## src/rtl/nios2_oci_dct_pkg.sv

```systemverilog
// rtl/nios2_oci_dct_pkg.sv - shared widths and record codes for the OCI DCT packer
package nios2_oci_dct_pkg;

   localparam int DCT_W   = 30;
   localparam int REC_W   = 2;
   localparam int MAX_REC = DCT_W / REC_W;
   localparam int CNT_W   = 4;

   typedef enum logic [REC_W-1:0] {
      DCT_ILL = 2'b00,
      DCT_NT  = 2'b01,
      DCT_TK  = 2'b10,
      DCT_UNC = 2'b11
   } dct_code_e;

endpackage

```

## src/rtl/nios2_oci_dct_out_reg.sv

```systemverilog
// rtl/nios2_oci_dct_out_reg.sv - single-entry valid/ready holding register for packed DCT words
module nios2_oci_dct_out_reg
   import nios2_oci_dct_pkg::*;
(
   input  logic             clk,
   input  logic             reset_n,
   input  logic             load,
   input  logic [DCT_W-1:0] load_buffer,
   input  logic [CNT_W-1:0] load_count,
   output logic             free,
   output logic             valid,
   input  logic             ready,
   output logic [DCT_W-1:0] buffer,
   output logic [CNT_W-1:0] count
);

   // The slot can take a new word when empty or when its current word leaves this cycle.
   assign free = !valid || ready;

   // Hold the word until handshake; a load while draining replaces it without a bubble.
   always_ff @(posedge clk or negedge reset_n) begin
      if (!reset_n) begin
         valid  <= 1'b0;
         buffer <= '0;
         count  <= '0;
      end else if (load && free) begin
         valid  <= 1'b1;
         buffer <= load_buffer;
         count  <= load_count;
      end else if (ready) begin
         valid  <= 1'b0;
      end
   end

endmodule

```

## src/rtl/aula_20190912_qsys_nios2_qsys_0_oci_dct_packer.sv

```systemverilog
// rtl/aula_20190912_qsys_nios2_qsys_0_oci_dct_packer.sv - packs 2-bit DCT records into 30-bit trace words (option: DCT_OVERFLOW_TRACK_EN)
module aula_20190912_qsys_nios2_qsys_0_oci_dct_packer
   import nios2_oci_dct_pkg::*;
(
   input  logic             clk,
   input  logic             reset_n,
   input  logic             trc_on,
   input  logic             rec_valid,
   input  logic [REC_W-1:0] rec_code,
   input  logic             flush,
   output logic             dct_valid,
   input  logic             dct_ready,
   output logic [DCT_W-1:0] dct_buffer,
   output logic [CNT_W-1:0] dct_count,
   output logic             overflow,
   input  logic             clr_overflow
);

   logic [DCT_W-1:0] acc;
   logic [CNT_W-1:0] acc_cnt;
   logic             flush_pend;
   logic             trc_on_q;

   logic [DCT_W-1:0] acc_nxt;
   logic [CNT_W-1:0] cnt_nxt;
   logic             pend_nxt;
   logic             rec_ok;
   logic             flush_req;
   logic             acc_full;
   logic             out_free;
   logic             xfer;
   logic             drop;

   assign rec_ok    = trc_on && rec_valid && (rec_code != DCT_ILL);
   // Trace stopping closes the current word just like an explicit flush.
   assign flush_req = flush || (trc_on_q && !trc_on);
   assign acc_full  = (acc_cnt == CNT_W'(MAX_REC));
   // Transfers work from registered accumulator state, so a word appears one edge after its trigger.
   assign xfer      = out_free && (acc_cnt != '0) && (acc_full || flush_pend);
   // A full accumulator that cannot hand off loses the new record; the CPU is never stalled.
   assign drop      = rec_ok && acc_full && !xfer;

   // Next accumulator: clear on transfer, then shift in the incoming record if it is kept.
   always_comb begin
      acc_nxt  = xfer ? '0 : acc;
      cnt_nxt  = xfer ? '0 : acc_cnt;
      if (rec_ok && !drop) begin
         acc_nxt = {acc_nxt[DCT_W-REC_W-1:0], rec_code};
         cnt_nxt = cnt_nxt + 1'b1;
      end
      pend_nxt = (xfer ? 1'b0 : flush_pend) || (flush_req && (cnt_nxt != '0));
   end

   // Accumulator, pending-flush and trace-enable history registers.
   always_ff @(posedge clk or negedge reset_n) begin
      if (!reset_n) begin
         acc        <= '0;
         acc_cnt    <= '0;
         flush_pend <= 1'b0;
         trc_on_q   <= 1'b0;
      end else begin
         acc        <= acc_nxt;
         acc_cnt    <= cnt_nxt;
         flush_pend <= pend_nxt;
         trc_on_q   <= trc_on;
      end
   end

   nios2_oci_dct_out_reg u_out_reg (
      .clk         (clk),
      .reset_n     (reset_n),
      .load        (xfer),
      .load_buffer (acc),
      .load_count  (acc_cnt),
      .free        (out_free),
      .valid       (dct_valid),
      .ready       (dct_ready),
      .buffer      (dct_buffer),
      .count       (dct_count)
   );

`ifdef DCT_OVERFLOW_TRACK_EN
   // Sticky drop flag; a drop in the clearing cycle wins so no loss goes unreported.
   always_ff @(posedge clk or negedge reset_n) begin
      if (!reset_n) begin
         overflow <= 1'b0;
      end else if (drop) begin
         overflow <= 1'b1;
      end else if (clr_overflow) begin
         overflow <= 1'b0;
      end
   end
`else
   logic unused_ovf;
   assign unused_ovf = clr_overflow | drop;
   assign overflow   = 1'b0;
`endif

endmodule

```

## config.mk

```make
export PLATFORM = sky130hd
export DESIGN_NAME = aula_20190912_qsys_nios2_qsys_0_oci_dct_packer
export DESIGN_NICKNAME = d
export VERILOG_FILES = /design/src/rtl/nios2_oci_dct_pkg.sv /design/src/rtl/nios2_oci_dct_out_reg.sv /design/src/rtl/aula_20190912_qsys_nios2_qsys_0_oci_dct_packer.sv
export SDC_FILE = /design/constraint.sdc
export NUM_CORES = 1
export LEC_CHECK = 0
export BUFFER_PORTS_ARGS = -buffer_cell sky130_fd_sc_hd__buf_2
export CELL_PAD_IN_SITES_DETAIL_PLACEMENT = 0
export CELL_PAD_IN_SITES_GLOBAL_PLACEMENT = 1
export CORE_MARGIN = 4
export CORE_UTILIZATION = 44
export DETAILED_ROUTE_END_ITERATION = 8
export GPL_TIMING_DRIVEN = 1
export PLACE_DENSITY = 0.88
export REMOVE_ABC_BUFFERS = 1
export SYNTH_ARGS = -nofsm -noshare
export SYNTH_HDL_FRONTEND = slang
export SYNTH_SLANG_ARGS = --single-unit
```

## constraint.sdc

```tcl
create_clock -name clk -period 2.9 [get_ports clk]
set_input_delay 0.29 -clock clk [delete_from_list [all_inputs] [get_ports clk]]
set_output_delay 0.29 -clock clk [all_outputs]
set_load 0.05 [all_outputs]
```

==> metrics.md <==
| Metric | Value |
|---|---|
| Status | `completed` |
| Top FF cell, synth | `dfrtp_1` |
| Max Freq | `449 MHz` |
| Sequential Power Share | `39.3%` |
| Synth top area share | `62.0%` |
| Count of cell types in the netlist | `36` |
| Die H | `88.7 um` |
| Worst slew pin tran | `0.884 ns` |
| RSZ-0062 raised after global routing | `false` |
| #FFs+latches synth | `71` |
| Dpl ws | `0.683 ns` |
| Peak VDD IR | `0.513 mV` |
| Worst Setup End Kind | `register` |
| Iteration-0 DRC count of the detailed router | `86` |
| Initial Util | `45.1%` |
| Crit-path max FO | `9` |
| Dpl cell area | `3120 um^2` |
| Setup WS post-layout | `0.671 ns` |
| CTS buffer count | `9` |
| Clk_skew | `0.00473 ns` |
| Synthesized-area fraction occupied by adder cells | `0.437%` |
| Largest family of logic cells by synthesized area | `multiplexers` |
| Diode count | `0` |
| Async S/R FF share, synth | `100%` |
| First-pass GRT wire length | `8740 um` |
| Post-CTS Resized | `0` |
| Largest net degree at the start of global routing | `72` |
| Power share of the combinational group | `30.3%` |
| Routability Congestion | `0.736` |
| All-Layer GR Usage | `14.7%` |
| DRC viols | `0` |
| I/O Buffers | `42` |
| Internal | `0.00203 W` |
| Final setup fails | `0` |
| Area of the multi-input gates | `980 um^2` |
| Vias | `1875` |
| Leading area contributor after synthesis | `dfrtp_1` |
| Vias in the first global route | `1951` |
| P_leak | `1.74 nW` |
| Placed insts | `352` |
| Cells after Synth | `244` |
| Fillers | `585` |
| Clock power share | `30.4%` |
| Xor/xnor cell area share of the yosys netlist | `0%` |
| Most frequent cells after synthesis | `dfrtp_1, nand2_1, a21oi_1, mux2_2, clkbuf_1` |
| Post-CTS setup buffers | `0` |
| Cell area after synthesis | `2860 um^2` |
| Root Driver | `clkbuf_8` |
| Most frequent cell after synthesis | `dfrtp_1` |
| Simple-Gate Fraction of Synth Area | `10.0%` |
| Worst reg-to-reg setup slack | `0.67 ns` |
| Max Root-Sink Buffers | `2` |
| DR WL/cell | `13.8 um` |
| Worst EP required | `3.10 ns` |
| Top cells by area, synth | `dfrtp_1, mux2_2, nand2_1` |
| Hold-fix buffers, CTS | `0` |
| CP Launch Point | `acc_cnt[0]` |
| DRT antenna net count | `0` |
| Initial antenna violation count | `0` |
| Final hold violation count | `0` |
| TNS Setup | `0 ns` |
| Sw power | `0.00105 W` |
| Hold EP | `trc_on_q` |
| IO Pins | `45` |
| Switch share | `34.2%` |
| Fin crit share | `76.9%` |
| Clk sinks | `71` |
| CP Class | `register to register` |
| Final Instance Area | `3360 um^2` |
| Worst min path class | `input port to register` |
| Slew headroom | `41.1%` |
| Grt total ovfl | `0` |
| Seq/Total Area, Yosys | `62.0%` |
| Mux cell area share after synthesis | `13.7%` |
| Final non-filler cell total | `368` |
| Cells on worst reg2reg path | `7` |
| Die Wd | `88.7 um` |
| Clk Latency, worst-skew pair | `0.33 ns` |
| Row cnt | `29` |
| P&R area growth vs syn | `17.3%` |
| CP Launch Type | `register` |
| Syn avg cell area | `11.7 um^2` |
| Clock-pin slew on the worst setup and hold paths | `0.07 ns` |
| Synthesis warning total | `0` |
| TritonCTS clock tree | `done` |
| Final #Nets | `296` |
| Vias/cell | `5.10` |
| Number of max-cap violations | `0` |
| HPWL Detailed | `3160 um` |
| Reg2reg start | `acc_cnt[0]` |
| Fin crit period | `2.23 ns` |
| HP Start | `trc_on` |
| Power density over cell area | `918 nW/um^2` |
| Pins Over Slew Limit | `0` |
| FF/Latch Area | `1780 um^2` |
| Share of post-route cells with drive strength above 1 | `32.0%` |
| Die Footprint | `7860 um^2` |
| Worst Path Arrival | `2.43 ns` |
| Pre-Repair DR Iteration Count | `4` |
| EDFF count, synth | `0` |
| Worst Hold Slack | `0.0945 ns` |
| Worst R2R End | `flush_pend` |
| Core Area | `6350 um^2` |
| Detailed Route WL | `5060 um` |
| CTS H-tree lvls | `3` |
| Post-synthesis compound-gate area fraction | `9.87%` |
| Hold Crit Depth | `1` |
[sequential cells by signal, indices dropped and copies added (netlist names)]
signal,cells
trc_on_q,1
acc_cnt,4
u_out_reg.buffer,30
acc,30
u_out_reg.valid,1
u_out_reg.count,4
flush_pend,1
[metrics by stage]
stage                     total power, W  utilization, %
after floorplan                  0.00191               -
after global placement           0.00215            49.1
after detailed placement         0.00217            49.1
after CTS                        0.00312            52.9
after global routing             0.00326            52.9
final                            0.00308            52.9
[cell families after synthesis]
kind of cell | count (synthesis)
compound gates | 46
fa+ha+maj | 1
buf+inv | 20
flops | 71
mux | 35
other cells | 1
simple gates | 70
[per-layer routing]
layer  share of wire, %  wire length (um)  GRT usage (%)
met5                  0                 0              0
met4                2.4               120           6.32
met3                4.2               213           5.31
met2                 46              2320           23.1
met1                 48              2410           18.2
[how the worst max path moves through the flow]
stage                             to  slack [ns]  depth (start not counted)
after global placement    flush_pend        0.75                          7
after CTS                 flush_pend        0.67                          7
after global routing      flush_pend        0.51                          7
final                     flush_pend        0.67                          7
after floorplan           flush_pend        0.23                          7
after detailed placement  flush_pend        0.68                          7
[worst max-delay path: stages (launching register included)]
cell and delay, ns:
dfrtp_1 0.46, or4_4 0.59, and3_1 0.20, nor2_1 0.09, ha_1 0.23, o21bai_1 0.16, a22oi_1 0.23, a41oi_1 0.15
[power by group through the flow]
stage | logic, W | clock network (W) | registers, W
5_1_grt | 0.00101 | 0.00101 | 0.00124
2_1_floorplan | 0.000468 | 0 | 0.00144
3_3_place_gp | 0.000929 | 0 | 0.00123
3_5_place_dp | 0.000941 | 0 | 0.00123
4_1_cts | 0.000943 | 0.000962 | 0.00121
6_report | 0.000935 | 0.000936 | 0.00121
[final cells by class]
cell class              count  area share (%)
multi-input cells         153            29.2
repair buffers             48            7.60
clock inverters             3            2.68
flip-flops and latches     71            52.9
well taps                  77            2.87
clock buffers              13            4.43
inverters                   3           0.335
[layout by cell type, fill, tap and decap left out, types with 3 or more instances in the layout]
cell and instances:
dfrtp_1 71, nand2_1 60, buf_2 42, a21oi_1 30
mux2_2 29, clkbuf_8 10, buf_4 6, mux2_1 5
nor2_1 3, inv_1 3, bufinv_16 3, clkbuf_1 3
Note: power is estimated with default switching activity, not from simulation.
